[src/rtl/mod_updown_counter.sv]
// Up/down modulo counter with clear/load, combinational terminal count and a
// registered one-cycle pulse on every wrap or saturation-blocked step.
module mod_updown_counter #(
  parameter int unsigned WIDTH    = 8,
  parameter int unsigned MAX_VAL  = 255,
  parameter bit          SATURATE = 1'b0
) (
  input  logic             clk,
  input  logic             reset,
  input  logic             clr,
  input  logic             load,
  input  logic [WIDTH-1:0] load_val,
  input  logic             en,
  input  logic             up_dn,
  output logic [WIDTH-1:0] count,
  output logic             tc,
  output logic             ovf
);

  localparam logic [WIDTH-1:0] MAX_C = WIDTH'(MAX_VAL);

  logic [WIDTH-1:0] count_d, count_q;
  logic             ovf_d, ovf_q;
  logic             at_top, at_bot;

  // >= rather than == so an out-of-range value can never run away upward
  assign at_top = (count_q >= MAX_C);
  assign at_bot = (count_q == '0);

  always_comb begin
    count_d = count_q;
    ovf_d   = 1'b0;
    if (clr) begin
      count_d = '0;
    end else if (load) begin
      count_d = (load_val > MAX_C) ? MAX_C : load_val;
    end else if (en) begin
      if (up_dn) begin
        if (at_top) begin
          ovf_d   = 1'b1;
          count_d = SATURATE ? MAX_C : '0;
        end else begin
          count_d = count_q + 1'b1;
        end
      end else begin
        if (at_bot) begin
          ovf_d   = 1'b1;
          count_d = SATURATE ? '0 : MAX_C;
        end else begin
          count_d = count_q - 1'b1;
        end
      end
    end
  end

  always_ff @(posedge clk or posedge reset) begin
    if (reset) begin
      count_q <= '0;
      ovf_q   <= 1'b0;
    end else begin
      count_q <= count_d;
      ovf_q   <= ovf_d;
    end
  end

  assign count = count_q;
  assign ovf   = ovf_q;
  assign tc    = up_dn ? (count_q == MAX_C) : at_bot;

endmodule
[config.mk]
export PLATFORM = sky130hd
export DESIGN_NAME = mod_updown_counter
export DESIGN_NICKNAME = d
export VERILOG_FILES = /design/src/rtl/mod_updown_counter.sv
export SDC_FILE = /design/constraint.sdc
export NUM_CORES = 1
export LEC_CHECK = 0
export CORE_MARGIN = 3
export CORE_UTILIZATION = 29
export CTS_CLUSTER_DIAMETER = 120
export CTS_CLUSTER_SIZE = 40
export DETAILED_ROUTE_END_ITERATION = 7
export GPL_TIMING_DRIVEN = 1
export HOLD_SLACK_MARGIN = 0.03
export MAX_ROUTING_LAYER = met4
export RECOVER_POWER = 100
export SYNTH_ARGS = -nofsm -noshare
export SYNTH_HDL_FRONTEND = slang
export SYNTH_SLANG_ARGS = --single-unit
[constraint.sdc]
create_clock -name clk -period 1.94 [get_ports clk]
set_input_delay 0.388 -clock clk [delete_from_list [all_inputs] [get_ports clk]]
set_output_delay 0.388 -clock clk [all_outputs]
set_load 0.03 [all_outputs]
# ---- Word-level counts from Yosys, hierarchy flattened
# Index checks and enable logic that the tools add are counted.
dict set report word_totals {
  latchBits 0
  ram_bits 0
  output_inout_bits 10
  n_memories 0
  ff_bits 9
  mem_bits_ro 0
}
dict set report op_classes {
  muxes 14
  reduce_logical 2
  order_cmp 2
  eq_ne 1
  n_shift 0
  bitwise_logic 0
  div 0
  mul 0
  n_addsub 2
}
# op count
set ops {}
lappend ops {{two-way mux 8 bit} 7}
lappend ops {{adder 8 x 1 -> 8 bit (second input constant)} 1}
lappend ops {{== test 8 bit (second input constant)} 1}
lappend ops {{greater-or-equal comparator 8 bit (second input constant)} 1}
lappend ops {{> comparator 8 bit (second input constant)} 1}
lappend ops {{zero test 8 bit} 1}
lappend ops {{subtractor 8 x 1 -> 8 bit (second input constant)} 1}
lappend ops {{two-way mux 1 bit} 7}
lappend ops {{nonzero test 3 bit} 1}

# ---- Depth between registers and ports, before layout
# Gate-level depths: netlist of the first run.
dict set report logic_depth {
  word_depth 6
  ltp_mapped 7
}

# ---- Worst setup path before layout of the first run
# OpenSTA, ideal clock, no wires.
dict set report synth_path {
  kind {reg2out}
  startpoint {register count_q[0], in the netlist count[0]}
  endpoint {output port tc}
  path_buffers 1
  stages_incl_launch_ff 7
  required_time_ns 1.552
  arrival_time_ns 1.889
  setup_slack_ns -0.337
  path_cell_list {dfrtp_1 -> clkbuf_1 -> inv_1 -> ha_1 -> or3b_2 -> nor3_1 -> or2_2}
}
dict set report synth_between {
  elab_chain_cells 2
  word_cells_on_any_way 3
}
# element line_no
set synth_lines {}
lappend synth_lines {{from (decl)} 22} ;# logic [WIDTH-1:0] count_d, count_q;
lappend synth_lines {{from (signal assigned)} 61} ;# count_q <= count_d;
lappend synth_lines {{== test 8 bit or zero test 8 bit (tied branches)} {68, 28}}
lappend synth_lines {{two-way mux 1 bit (*)} 68} ;# assign tc = up_dn ? (count_q == MAX_C) : at_bot;
lappend synth_lines {{to (decl)} 16} ;# output logic tc,
# Every way passes the cells marked *; elsewhere a longest branch is shown, timed or not.

# ---- Worst setup path after layout of the first run
# Ends and elaborated chain as after synthesis.

==> results.yml, run 1 <==
run_status:
  status: "finished with violations"
  violations: "setup timing"
yosys:
  synthFlopType: "dfrtp_1"
  synth.most_common_cell: "a21oi_1"
  syn_avg_cell_area_sq_um: 8.33
  synthAdderAreaFrac: 0.0392
  syn_nets: 132
  synthTopCellsByCount: "10 x a21oi_1, 9 x dfrtp_1, 8 x inv_1"
  syn_area_sq_um: 958
  synth_top_area_share: 0.235
  yosys_warnings: 0
  async_flop_share: 1.00
  ys_seq_area_frac: 0.235
  synth_edf_count: 0
  syn_inst: 115
  synth_compound_area_frac: 0.302
  synth_xor_area_frac: 0.0274
  synthTopCellsByArea: "dfrtp_1 23%, a21oi_1 5.2%, buf_6 4.7%, ha_1 3.9%, a221oi_2 3.1%"
  synth_top_family_by_area: "compound AO/OA/AOI/OAI gates"
  ys_types: 48
  synth-seq-cells: 9
  yosys.area_share.simple: 0.255
  synth_mux_area_frac: 0.0104
  synth_top_area_cell: "dfrtp_1"
routing:
  wire_per_inst_um: 14.7
  dr.pass1.iters: 4
  drcViolationCount: 0
  ant_nets: 0
  drt_iter0_drc: 44
  avgViaCountPerCell: 5.33
  wl_mm: 2.91
  dr_total_vias: 1055
power_and_ir_drop:
  p_leak_nw: 0.577
  peakVddDrop_mv: 0.183
  power_density_nw_per_um2: 519
floorplan:
  io_pins: 24
  start_util: 0.309
  dieHeight_um: 63.5
  die_w_um: 63.5
  die_area_sq_um: 4030
  core_sq_um: 3100
  num_rows: 20
setup_path:
  critPathArrivalTime_ns: 1.72
  cp_max_fo: 2
  critPathRequiredTime_ns: 1.55
  cp_top_family: "simple AND/OR/NAND/NOR gates"
  critical-path-max-stage-delay_ns: 0.42
  r2r_end: "count[3]$_DFFE_PP0P_"
  path_buf_inv: 2
  cp_cell_sequence: "inv_2 > ha_4 > or3b_4 > nor3_4 > or2_4 > buf_6"
  rr_startpoint: "count[0]$_DFFE_PP0P_"
  path_class: "flop to primary output"
  critPathSlowestCell: "dfrtp_2"
  crit_path_start_kind: "flop"
  crit_start: "count[0]$_DFFE_PP0P_"
  end_kind: "primary output"
  ff2ff_path_depth: 6
  reg2reg_slack_ns: 0.08
clock_network:
  clock_path_buffers: 2
  cts_root_buffer: "clkbuf_4"
  clk_pin_slew_ns: 0.08
  numCtsBuffers: 3
  cts_sinks: 9
  ctsHtreeMaxLevel: 1
  clkLatencyLatePin_ns: 0.27
  cts_tree: "yes"
global_route:
  use_met3: 0.0250
  grt_pass1_wl_mm: 4.81
  gr-usage-met2: 0.237
  grt_pass1_vias: 1019
  antenna_found_initial: 0
  gr-max-usage-layer: "met2"
  grt_max_degree: 13
  grt.overflow.total: 0
  grt_usage: 0.154
  grt_use_met1: 0.185
sta:
  worst_pin_slew_ns: 0.429
  rsz0062_at_grt: "true"
  hold_violations: 0
  worst_slack_ns: -0.173
  max-slew-margin-rel: 0.712
  fmax_mhz: 473
  slew_viol_final: 0
  setup_viol: 1
  clock_skew_ns: 0.00260
  min_period_ns: 2.11
  fin_crit_sh: 1.09
placement:
  gp_congestion: 0.883
  detailedPlace.worstSlack_ns: 0.0218
  portBuffers: 23
  hpwlAfterDp_mm: 2.15
finish:
  antenna_cells: 0
  final_core_util: 0.444
  drive_above_1_share: 0.292
  area_delta_synth_final_pct: 43.7
  final_nets: 172
job:
  max_cap_viol_count: 0
min_path:
  hold_class: "primary input to asynchronous set/reset pin"
-- cell type report --
cell class                 instances  area (sq um)
clock buffer                       4          26.3
fill                             312          1730
inverter                           8          30.0
multi-input combinational         86           636
sequential                         9           228
tap                               44          55.1
timing repair buffer              47           403
-- worst max-delay path by stage --
stage | to | slack (ns) | cells past startpoint
6_report | tc | -0.17 | 6
3_3_place_gp | tc | 0.05 | 5
4_1_cts | tc | -0.15 | 6
2_1_floorplan | tc | -0.05 | 6
3_5_place_dp | tc | 0.02 | 5
5_1_grt | tc | -0.23 | 6
-- state kept, by name, summed over array words and instances (netlist names) --
signal and flops:
ovf 1, count 8
-- metal layers --
metal | vias up | part of all wire
li1 | 504 | -
met1 | 508 | 0.43
met2 | 35 | 0.50
met3 | 8 | 0.046
met4 | 0 | 0.024
met5 | - | 0
-- stage by stage --
| stage | cell area [sq um] | cells | setup TNS, ns | hold slack, ns | total power, mW |
|---|---|---|---|---|---|
| after global placement | 1290 | 188 | 0 | 0.702 | 0.527 |
| after detailed placement | 1290 | 188 | 0 | 0.708 | 0.530 |
| final | 1380 | 198 | -0.173 | 0.536 | 0.716 |
| after global routing | 1380 | 198 | -0.226 | 0.570 | 0.760 |
| after CTS | 1350 | 195 | -0.155 | 0.418 | 0.704 |
| after floorplan | 985 | 115 | -0.0531 | 0.216 | 0.428 |
-- power by group --
part | internal, mW | switching, mW | leakage, nW
sequential | 0.201 | 0.0133 | 0.116
combinational | 0.162 | 0.174 | 0.446
clock | 0.0797 | 0.0845 | 0.0150
total | 0.443 | 0.272 | 0.577
-- cell usage in the layout (no fill, tap or decap), types with 3 or more instances in the layout --
cell type        instances
inv_1                    6
or3_1                    3
dfrtp_1                  7
a31oi_1                  4
clkdlybuf4s50_1         16
clkbuf_4                 3
nor3_1                   4
dlygate4sd3_1            3
a21oi_1                 10
nor2_1                   6
buf_4                   24
nand2_1                  4
nand3_1                  4
o21ai_0                  3
nor3b_1                  4
-- logic make-up (layout without fill, tap and decap cells) --
group / after synthesis / count (layout)
AO/OA/AOI/OAI: 38 / 38
XOR/XNOR: 3 / 3
adder cells (fa/ha/maj): 3 / 3
buffers and inverters: 20 / 59
flip-flops: 9 / 9
multiplexers: 1 / 1
AND/OR/NAND/NOR: 41 / 41
-- worst register-to-register path, stage by stage (launching register included) --
cell and delay, ns:
dfrtp_2 0.42, buf_4 0.15, ha_1 0.23, and4_2 0.27
a311oi_1 0.37, o221ai_1 0.20, a21oi_1 0.16
-- what timing repair did --
item | CTS | global route
resized for setup | 5 | 5
setup endpoints to repair | 1 | 4
pin swaps | 1 | 2
hold buffers | 0 | 0
setup buffers | 3 | 3
Note: power is estimated with default switching activity, not from simulation.
==> inputs of run 2 (changes only) <==
GPL_TIMING_DRIVEN = 0   (was 1)
==> results.yml, run 2 (same netlist as run 1, synthesis figures left out) <==
run_status:
  status: "finished with violations"
  violations: "setup timing"
placement:
  portBuffers: 20
  detailedPlace.worstSlack_ns: -0.691
  gp_congestion: 0.926
  hpwlAfterDp_mm: 2.01
  dp_cells: 179
clock_network:
  clock_path_buffers: 2
  cts_root_buffer: "clkbuf_4"
  ctsHoldBuffers: 0
  ctsHtreeMaxLevel: 1
  numCtsBuffers: 3
  cts_sinks: 9
  clk_pin_slew_ns: 0.07
  cts_tree: "yes"
  clkLatencyLatePin_ns: 0.27
global_route:
  use_met3: 0.0267
  grt_use_met1: 0.197
  gr-usage-met2: 0.257
  gr-max-usage-layer: "met2"
  antenna_found_initial: 0
  grt_pass1_vias: 1029
  grt_max_degree: 11
  grt_usage: 0.162
  grt.overflow.total: 0
  grt_pass1_wl_mm: 5.05
finish:
  area_delta_synth_final_pct: 48.0
  antenna_cells: 0
  multi_input_area_sq_um: 659
  most-common-layout-cells: "18 x clkdlybuf4s50_1, 13 x buf_4, 9 x a21oi_1"
  final_core_util: 0.457
  largest_reg_flops: 8
  fill_cells: 313
  final_cells: 194
  mostFrequentLayoutCell: "clkdlybuf4s50_1"
  drive_above_1_share: 0.333
  final_nets: 168
  seqCellArea_sq_um: 229
setup_path:
  critPathRequiredTime_ns: 1.55
  critPathSlowestCell: "dfrtp_2"
  critical-path-max-stage-delay_ns: 0.42
  critPathArrivalTime_ns: 1.81
  path_class: "flop to primary output"
  crit_path_start_kind: "flop"
  cp_top_family: "simple AND/OR/NAND/NOR gates"
  end_kind: "primary output"
  path_buf_inv: 3
  cp_max_fo: 2
  cp_cell_sequence: "buf_8 > inv_6 > ha_4 > or3b_4 > nor3_4 > or2_4 > buf_6"
routing:
  avgViaCountPerCell: 5.55
  dr_total_vias: 1077
  wire_per_inst_um: 15.2
  drt_iter0_drc: 81
  ant_nets: 0
  wl_mm: 2.96
  dr.pass1.iters: 4
  drcViolationCount: 0
power_and_ir_drop:
  power_frac_seq: 0.291
  p_comb_frac: 0.496
  switchingPower_mw: 0.278
  switching_share: 0.376
  p_leak_nw: 0.565
  peakVddDrop_mv: 0.132
  power_density_nw_per_um2: 520
  p_int_mw: 0.460
  pwr-share-clk: 0.213
sta:
  slew_viol_final: 0
  rsz0062_at_grt: "true"
  max-slew-margin-rel: 0.706
  fin_crit_sh: 1.13
  fmax_mhz: 456
  min_period_ns: 2.19
  worst_pin_slew_ns: 0.437
  hold_violations: 0
  clock_skew_ns: 0.00279
  worst_slack_ns: -0.254
  setup_viol: 4
floorplan:
  dieHeight_um: 63.5
  io_pins: 24
  num_rows: 20
  start_util: 0.309
  core_sq_um: 3100
  die_w_um: 63.5
  die_area_sq_um: 4030
job:
  max_cap_viol_count: 0
min_path:
  hold_class: "primary input to flop"
[run 2: worst paths after layout]
| kind | startpoint | to | slack (ns) | cells after the start |
|---|---|---|---|---|
| max in group asynchronous | reset | count[5]$_DFFE_PP0P_ | 1.13 | 2 |
| min in group asynchronous | reset | count[7]$_DFFE_PP0P_ | 0.52 | 2 |
| worst max-delay path | count[1]$_DFFE_PP0P_ | tc | -0.25 | 7 |
| worst min-delay path | clr | count[3]$_DFFE_PP0P_ | 0.36 | 2 |
| worst max register to register | count[1]$_DFFE_PP0P_ | count[2]$_DFFE_PP0P_ | -0.08 | 9 |
| worst min register to register | count[5]$_DFFE_PP0P_ | count[5]$_DFFE_PP0P_ | 0.76 | 2 |
[run 2: area by class of cell]
cell class,count,share of cell area
Buffer,12,0.0855
Clock buffer,4,0.0185
Inverter,8,0.0282
Multi-Input combinational cell,86,0.465
Sequential cell,9,0.161
Tap cell,44,0.0388
Timing Repair Buffer,31,0.203
[run 2: timing repair]
| action | in CTS | in global routing |
|---|---|---|
| setup buffers | 8 | 3 |
| pin swaps | 3 | 9 |
| hold endpoints to repair | 0 | 0 |
| cloned | 0 | 0 |
| gates resized for setup | 18 | 10 |
| endpoints found under the setup margin | 2 | 5 |
[run 2: power groups by stage]
| stage | combinational (mW) | clock, mW | sequential, mW |
|---|---|---|---|
| 2_1_floorplan | 0.183 | 0 | 0.244 |
| 3_3_place_gp | 0.295 | 0 | 0.220 |
| 3_5_place_dp | 0.299 | 0 | 0.221 |
| 4_1_cts | 0.341 | 0.158 | 0.214 |
| 5_1_grt | 0.393 | 0.177 | 0.217 |
| 6_report | 0.366 | 0.157 | 0.215 |
[run 2: metal layers]
| metal | vias to the layer above | wire [um] |
|---|---|---|
| li1 | 499 | - |
| met1 | 513 | 1230 |
| met2 | 52 | 1430 |
| met3 | 13 | 189 |
| met4 | 0 | 109 |
| met5 | - | 0 |
[run 2: per-stage QoR]
step	hold WS [ns]	cell area, sq um	setup TNS, ns	total power [mW]
global placement	0.649	1240	-0.677	0.515
finish	0.360	1420	-0.420	0.738
floorplan	0.216	985	-0.0531	0.428
CTS	0.358	1360	-0.280	0.712
global route	0.356	1420	-0.660	0.786
detailed placement	0.646	1240	-0.691	0.519
